File: src/rtl/fcs_check.sv
// Serial MSB-first CRC-32 frame checker: verifies payload+FCS against the fixed residue, reports verdict and frame length.
// Latency: done/fcs_ok/runt/frame_bits/aborted update on the second rising edge after the strobe carrying eof (or the aborting sof).
// Backpressure: none; every valid strobe is consumed. Optional FCS_CHECK_STATS_EN adds good_cnt/bad_cnt verdict counters.
module fcs_check #(
  parameter logic [31:0] STATE_INIT_VAL = 32'hFFFFFFFF,
  parameter logic [31:0] RESIDUE        = 32'hC704DD7B,
  parameter int          MIN_BITS       = 32,
  parameter int          CNT_W          = 16
) (
  input  logic             clk,
  input  logic             rst,
  input  logic             valid,
  input  logic             s_in,
  input  logic             sof,
  input  logic             eof,
  output logic             done,
  output logic             fcs_ok,
  output logic             runt,
  output logic             aborted,
  output logic [CNT_W-1:0] frame_bits,
  output logic [31:0]      crc_state
`ifdef FCS_CHECK_STATS_EN
  ,
  output logic [15:0]      good_cnt,
  output logic [15:0]      bad_cnt
`endif
);

  localparam logic [31:0]      POLY    = 32'h04C11DB7;
  localparam logic [CNT_W-1:0] MIN_CNT = CNT_W'(MIN_BITS);
  localparam logic [CNT_W-1:0] ONE_CNT = CNT_W'(1);

  typedef enum logic {IDLE, RUN} state_t;

  state_t           state, state_nxt;
  logic [CNT_W-1:0] cnt, cnt_nxt;
  logic [31:0]      crc_base, crc_nxt;
  logic             take, ends, drops;

  // Verdict computed on the eof strobe, published one edge later.
  logic             pend, pend_ok, pend_runt, pend_abort;
  logic [CNT_W-1:0] pend_bits;

  // One LFSR step, message bit entering at the top (same as the generator).
  function automatic logic [31:0] crc_step(input logic [31:0] c, input logic b);
    return {c[30:0], 1'b0} ^ ((c[31] ^ b) ? POLY : 32'h0);
  endfunction

  // Next state plus per-strobe decode: which register to step, counter update, frame end/abort.
  always_comb begin
    state_nxt = state;
    take      = 1'b0;
    ends      = 1'b0;
    drops     = 1'b0;
    crc_base  = crc_state;
    cnt_nxt   = cnt;
    case (state)
      IDLE: begin
        if (valid && sof) begin
          take      = 1'b1;
          ends      = eof;
          crc_base  = STATE_INIT_VAL;
          cnt_nxt   = ONE_CNT;
          state_nxt = eof ? IDLE : RUN;
        end
      end
      RUN: begin
        if (valid) begin
          take      = 1'b1;
          ends      = eof;
          state_nxt = eof ? IDLE : RUN;
          if (sof) begin
            // A new frame start drops the one in progress; this bit is bit 1.
            drops    = 1'b1;
            crc_base = STATE_INIT_VAL;
            cnt_nxt  = ONE_CNT;
          end else begin
            cnt_nxt = (cnt == '1) ? cnt : cnt + 1'b1;
          end
        end
      end
      default: state_nxt = IDLE;
    endcase
    crc_nxt = crc_step(crc_base, s_in);
  end

  // State register.
  always_ff @(posedge clk) begin
    if (rst) state <= IDLE;
    else     state <= state_nxt;
  end

  // CRC register, bit counter and the pending verdict captured on eof.
  always_ff @(posedge clk) begin
    if (rst) begin
      crc_state  <= STATE_INIT_VAL;
      cnt        <= '0;
      pend       <= 1'b0;
      pend_ok    <= 1'b0;
      pend_runt  <= 1'b0;
      pend_abort <= 1'b0;
      pend_bits  <= '0;
    end else begin
      pend       <= take && ends;
      pend_abort <= drops;
      if (take) begin
        crc_state <= crc_nxt;
        cnt       <= cnt_nxt;
      end
      if (take && ends) begin
        pend_bits <= cnt_nxt;
        pend_runt <= (cnt_nxt < MIN_CNT);
        pend_ok   <= (crc_nxt == RESIDUE) && !(cnt_nxt < MIN_CNT);
      end
    end
  end

  // Output stage: one-cycle pulses, verdict fields held until the next done.
  always_ff @(posedge clk) begin
    if (rst) begin
      done       <= 1'b0;
      aborted    <= 1'b0;
      fcs_ok     <= 1'b0;
      runt       <= 1'b0;
      frame_bits <= '0;
    end else begin
      done    <= pend;
      aborted <= pend_abort;
      if (pend) begin
        fcs_ok     <= pend_ok;
        runt       <= pend_runt;
        frame_bits <= pend_bits;
      end
    end
  end

`ifdef FCS_CHECK_STATS_EN
  // Saturating good/bad verdict counters; dropped frames never reach a verdict.
  always_ff @(posedge clk) begin
    if (rst) begin
      good_cnt <= '0;
      bad_cnt  <= '0;
    end else if (pend) begin
      if (pend_ok) begin
        if (good_cnt != 16'hFFFF) good_cnt <= good_cnt + 1'b1;
      end else begin
        if (bad_cnt != 16'hFFFF) bad_cnt <= bad_cnt + 1'b1;
      end
    end
  end
`endif

endmodule

File: config.mk
export PLATFORM = sky130hd
export DESIGN_NAME = fcs_check
export DESIGN_NICKNAME = d
export VERILOG_FILES = /design/src/rtl/fcs_check.sv
export SDC_FILE = /design/constraint.sdc
export NUM_CORES = 1
export LEC_CHECK = 0
export ABC_AREA = 1
export BUFFER_PORTS_ARGS = -buffer_cell sky130_fd_sc_hd__buf_2
export CORE_UTILIZATION = 50
export CTS_BUF_LIST = sky130_fd_sc_hd__clkbuf_16
export CTS_CLUSTER_DIAMETER = 40
export DETAILED_ROUTE_END_ITERATION = 12
export HOLD_SLACK_MARGIN = 0.06
export MAX_ROUTING_LAYER = met4
export PLACE_DENSITY = 0.76
export SYNTH_ARGS = -nofsm -noshare
export SYNTH_HDL_FRONTEND = slang
export SYNTH_SLANG_ARGS = --single-unit
File: constraint.sdc
create_clock -name clk -period 2.5 [get_ports clk]
set_input_delay 0 -clock clk [delete_from_list [all_inputs] [get_ports clk]]
set_output_delay 0 -clock clk [all_outputs]
set_load 0.01 [all_outputs]
==> results.json, run 1 <==
{
  "finalCriticalPeriod_ns": 2.20,
  "syn_nets": 546,
  "path_buf_inv": 4,
  "maxSlewHeadroom": 0.642,
  "antenna_found_initial": 0,
  "crit_path_max_fanout": 11,
  "min_from": "sof",
  "grt_use_total": 0.248,
  "r2r_slack_ns": 0.30,
  "most-common-layout-cells": "nor2_1 (103), nand2_1 (90), dfxtp_1 (89)",
  "synth_area_mm2": 0.00397,
  "diodes": 0,
  "clkSinkCount": 89,
  "coreArea_mm2": 0.00769,
  "ys.flop_type": "dfxtp_1",
  "port_buffers": 57,
  "async_flop_share": 0,
  "initial_core_util": 0.516,
  "arrival_ns": 2.42,
  "cts_resized": 0,
  "rsz0062_at_grt": "false",
  "seq_area_frac_synth": 0.449,
  "htreeDepth": 3,
  "drcViolationCount": 0,
  "drt_iter0_markers": 272,
  "drv_cap": 0,
  "place_congestion": 0.984,
  "io_pins": 58,
  "critPathSlowestCell": "dfxtp_1",
  "wl_per_cell_um": 14.1,
  "final_net_count": 599,
  "syn_avg_cell_area_um2": 7.37,
  "synth_edf_count": 0,
  "die-height_um": 91.1,
  "yosysWarnings": 0,
  "hold_viol": 0,
  "post-route-period-util": 0.878,
  "worstMarginPinSlew_ns": 0.537,
  "clockBufferDepth": 2,
  "cp_common_cell": "inv_1",
  "holdPathStages": 3,
  "leakage_uw": 0.00223,
  "die_x_um": 91.1,
  "syn_to_final_growth_pct": 17.2,
  "routed_wl_um": 9810,
  "slowest_delay_ns": 0.36,
  "cts_tree": "built",
  "layout-drive-gt1-share": 0.159,
  "clock_tree.root_cell": "clkbuf_16",
  "hp-class": "primary input to register",
  "clkLatencyLatePin_ns": 0.34,
  "fin_tns_setup_ns": 0,
  "via_per_inst": 5.41,
  "worstReg2RegStart": "cnt[0]",
  "cts.clk_slew.worst_paths_ns": 0.07,
  "grt_pass1_vias": 3425,
  "ys_ff_latch": 89,
  "multiInputGateArea_mm2": 0.00182,
  "cp.required_ns": 2.73,
  "nFillCells": 727,
  "critical-path-top-delay-family": "simple AND/OR/NAND/NOR gates",
  "fmax_ghz": 0.455,
  "vias": 3775,
  "register_area_mm2": 0.00178,
  "p_total_uw": 3260,
  "cts_setup_buffers": 0,
  "drv_slew": 0,
  "critPathCaptureType": "register",
  "status": "complete, no violations",
  "layout_commonest_cell": "nor2_1",
  "path_class": "register to register",
  "finalSetupViolCount": 0,
  "clock_skew_ns": 0.00798,
  "ff2ff_path_depth": 12,
  "startpoint_type": "register",
  "powerDensity_mw_per_mm2": 701,
  "die_area_mm2": 0.00830,
  "synthCells": 538,
  "grt_max_degree": 31,
  "holdPathEnd": "pend_abort",
  "rr_endpoint": "pend_bits[0]",
  "cts_buffers": 9,
  "peakVddDrop_uv": 384,
  "grt_overflow_total": 0,
  "worstPathCellList": "ha_1 > inv_1 > nor2_1 > nand4_2 > inv_1 > nor2_1 > inv_1 > o21ai_0 > a21oi_1 > nand2_1 > o211ai_1 > inv_1",
  "synth_cell_types": 39,
  "dp_hpwl_um": 6980,
  "drtPass1Iterations": 7,
  "row_count": 32,
  "cp_num_cells": 12,
  "postRouteAntennaNets": 0,
  "grt_pass1_wl_um": 16100
}
[state kept, by name (all words and copies together) (netlist names)]
signal      cells
runt            1
pend_abort      1
pend_ok         1
done            1
aborted         1
crc_state      32
state           1
pend_runt       1
pend_bits      16
pend            1
frame_bits     16
cnt            16
fcs_ok          1
[logic make-up after synthesis]
family / count (synthesis) / synth area share
XOR/XNOR: 12 / 0.0265
AND/OR/NAND/NOR: 259 / 0.285
AO/OA/AOI/OAI: 90 / 0.141
adder cells (fa/ha/maj): 2 / 0.00631
buffers and inverters: 86 / 0.0924
flip-flops: 89 / 0.449
[report_power, final]
group	total [uW]	internal (uW)	switching [uW]
Clock	1370	787	581
Combinational	352	126	225
Sequential	1540	1490	50.0
[cells in the mapped netlist (2+ instances only)]
master | instances | area [um2]
nand2_4 | 2 | 22.5
o211ai_1 | 22 | 165
buf_6 | 2 | 22.5
nand2_1 | 90 | 338
xor2_1 | 10 | 87.6
inv_1 | 57 | 214
nor2_2 | 2 | 12.5
nand4_1 | 12 | 75.1
nand3_1 | 38 | 190
dfxtp_1 | 89 | 1780
ha_1 | 2 | 25.0
nor2_4 | 2 | 22.5
buf_2 | 4 | 20.0
o221ai_1 | 7 | 61.3
clkbuf_1 | 19 | 71.3
nor2_1 | 103 | 387
o21ai_0 | 35 | 175
nor3_1 | 2 | 10.0
a21oi_1 | 17 | 85.1
and2_1 | 2 | 12.5
xnor2_1 | 2 | 17.5
o21bai_1 | 2 | 15.0
[cell type report]
type | count | share of cell area
Tap cell | 102 | 0.0275
Inverter | 60 | 0.0501
Timing Repair Buffer | 68 | 0.0824
Clock buffer | 9 | 0.0485
Sequential cell | 89 | 0.383
Multi-Input combinational cell | 363 | 0.391
Clock inverter | 7 | 0.0170
[worst min-delay path: cells and delay by family]
family                 cells  cell delay, ns
AND/OR/NAND/NOR            2            0.21
buffers and inverters      1            0.14
[how the worst max path moves through the flow]
stage	end	slack (ns)	startpoint
floorplan	pend_ok	0.69	crc_state[31]
global placement	pend_ok	0.24	valid
detailed placement	pend_ok	0.31	valid
CTS	pend_bits[0]	0.37	cnt[0]
global route	pend_bits[0]	0.03	cnt[0]
finish	pend_bits[0]	0.30	cnt[0]
[metrics by stage]
stage,std cells,area (um2),utilization,hold slack (ns),worst slack [ns]
after floorplan,538,3970,-,0.104,0.693
after global placement,681,4330,0.564,0.211,0.244
after detailed placement,681,4330,0.564,0.214,0.309
after CTS,698,4650,0.605,0.0692,0.367
after global routing,698,4650,0.605,0.0921,0.0325
final,698,4650,0.605,0.0741,0.304
[timing repair]
action | 4_1_cts | 5_1_grt
hold buffers | 1 | 0
hold endpoints to repair | 1 | 0
endpoints found under the setup margin | 0 | 0
[per-layer routing]
layer / GRT usage / vias up / wire (um)
met3: 0.0335 / 11 / 718
met2: 0.369 / 144 / 4340
met5: - / - / 0
li1: - / 1859 / -
met4: 0.101 / 0 / 146
met1: 0.339 / 1761 / 4600
Power figures use the tool's default switching activity.
==> inputs of run 2 (changes only) <==
--- a/config.mk
+++ b/config.mk
@@ -7,8 +7,9 @@
 export LEC_CHECK = 0
 export ABC_AREA = 1
 export BUFFER_PORTS_ARGS = -buffer_cell sky130_fd_sc_hd__buf_2
+export CORE_ASPECT_RATIO = 1.2
 export CORE_UTILIZATION = 50
-export CTS_BUF_LIST = sky130_fd_sc_hd__clkbuf_16
+export CTS_BUF_LIST = sky130_fd_sc_hd__clkbuf_8
 export CTS_CLUSTER_DIAMETER = 40
 export DETAILED_ROUTE_END_ITERATION = 12
 export HOLD_SLACK_MARGIN = 0.06
==> run 2 against run 1 <==
  * Via count is 0.50% lower
  * Clock-buffer cell count unchanged
  * Clock power fell by 24%
  * Power down 10%
  * Largest power group unchanged
  * Die area hardly changed
  * Utilization is 1.1 points lower
==> results.json, run 2 (synthesis gave the netlist of run 1 again) <==
{
  "status": "complete, no violations",
  "drcViolationCount": 0,
  "vias": 3756,
  "worstPathCellList": "o21ai_2 > nand2_4 > inv_1 > ha_1 > nand4_1 > nor4b_1 > nand2_1 > nor2_1 > nand3_1 > nor2_1 > nand2_1 > a21oi_2",
  "startpoint_type": "register",
  "drt_iter0_markers": 310,
  "antenna_found_initial": 0,
  "worstReg2RegStart": "crc_state[31]",
  "hold_viol": 0,
  "io_pins": 58,
  "critPathCaptureType": "register",
  "syn_to_final_growth_pct": 14.7,
  "r2r_slack_ns": 0.17,
  "die_area_mm2": 0.00830,
  "routed_wl_um": 9800,
  "cts_resized": 0,
  "cts_setup_buffers": 0,
  "min_from": "sof",
  "worstMarginPinSlew_ns": 1.04,
  "arrival_ns": 2.63,
  "coreArea_mm2": 0.00766,
  "drv_slew": 0,
  "final_net_count": 601,
  "grt_pass1_wl_um": 16500,
  "startpoint": "crc_state[31]",
  "place_area_mm2": 0.00431,
  "leakage_uw": 0.00219,
  "die-height_um": 99.6,
  "cp.required_ns": 2.80,
  "largest_register_ffs": 32,
  "ctsHoldBuffers": 3,
  "cts_tree": "built",
  "clkSinkCount": 89,
  "htreeDepth": 3,
  "clkLatencyLatePin_ns": 0.36,
  "initial_core_util": 0.518,
  "top_register": "crc_state",
  "wl_per_cell_um": 14.2,
  "maxSlewHeadroom": 0.308,
  "via_per_inst": 5.44,
  "layout_commonest_cell": "nor2_1",
  "grt_use_total": 0.256,
  "holdWs_ns": 0.0800,
  "grt_overflow_total": 0,
  "post-route-period-util": 0.932,
  "grt_pass1_vias": 3550,
  "crit_path_max_fanout": 14,
  "dp_hpwl_um": 7080,
  "drtPass1Iterations": 4,
  "finalCriticalPeriod_ns": 2.33,
  "critPathSlowestCell": "nor4b_1",
  "peakVddDrop_uv": 398,
  "finalSetupViolCount": 0,
  "clock_skew_ns": 0.0129,
  "clockBufferDepth": 2,
  "rsz0062_at_grt": "false",
  "p_total_uw": 2920,
  "slowest_delay_ns": 0.43,
  "layout-drive-gt1-share": 0.161,
  "cts.clk_slew.worst_paths_ns": 0.10,
  "row_count": 35,
  "die_x_um": 83.3,
  "hp-class": "primary input to register",
  "final_area_mm2": 0.00455,
  "fin_tns_setup_ns": 0,
  "powerDensity_mw_per_mm2": 643,
  "postLayoutCoreUtil": 0.594,
  "place_congestion": 0.917,
  "cts_buffers": 9,
  "fmax_ghz": 0.429,
  "most-common-layout-cells": "nor2_1 (103), nand2_1 (90), dfxtp_1 (89)",
  "grt_max_degree": 40,
  "diodes": 0,
  "port_buffers": 57,
  "drv_cap": 0,
  "postRouteAntennaNets": 0,
  "path_class": "register to register",
  "clock_tree.root_cell": "clkbuf_8"
}
-- run 2: final timing paths --
kind	end	cells past startpoint
worst max-delay path	pend_ok	12
worst min-delay path	crc_state[28]	3
worst max register to register	pend_ok	12
worst min register to register	aborted	2
-- run 2: routing by layer --
| metal | global-route usage | vias up | share of wire |
|---|---|---|---|
| met5 | - | - | 0 |
| met4 | 0.123 | 0 | 0.033 |
| met3 | 0.0415 | 28 | 0.038 |
| met2 | 0.446 | 103 | 0.51 |
| met1 | 0.285 | 1757 | 0.42 |
| li1 | - | 1868 | - |
-- run 2: cell type report --
class                      instances  area, um2
clock buffer                       9        124
clock inverter                     7       87.6
fill                             711       3110
inverter                          60        233
multi-input combinational        363       1820
sequential                        89       1780
tap                               92        115
timing repair buffer              70        390
-- run 2: worst max-delay path, delay by kind of cell (launching register included) --
family          cells  cell delay, ns
buf+inv             1            0.11
simple gates        8            1.32
flops               1            0.37
compound gates      2            0.29
fa+ha+maj           1            0.17
-- run 2: metrics by stage --
step	setup WS (ns)	cells
2_1_floorplan	0.693	538
4_1_cts	0.193	690
3_5_place_dp	0.273	671
3_3_place_gp	0.276	671
6_report	0.171	690
5_1_grt	0.0212	690
-- run 2: report_power, final --
part / switching (uW) / internal (uW) / leakage (uW)
logic: 223 / 127 / 0.00136
clock network: 556 / 482 / 0.000105
registers: 49.2 / 1490 / 0.000728
total: 828 / 2100 / 0.00219
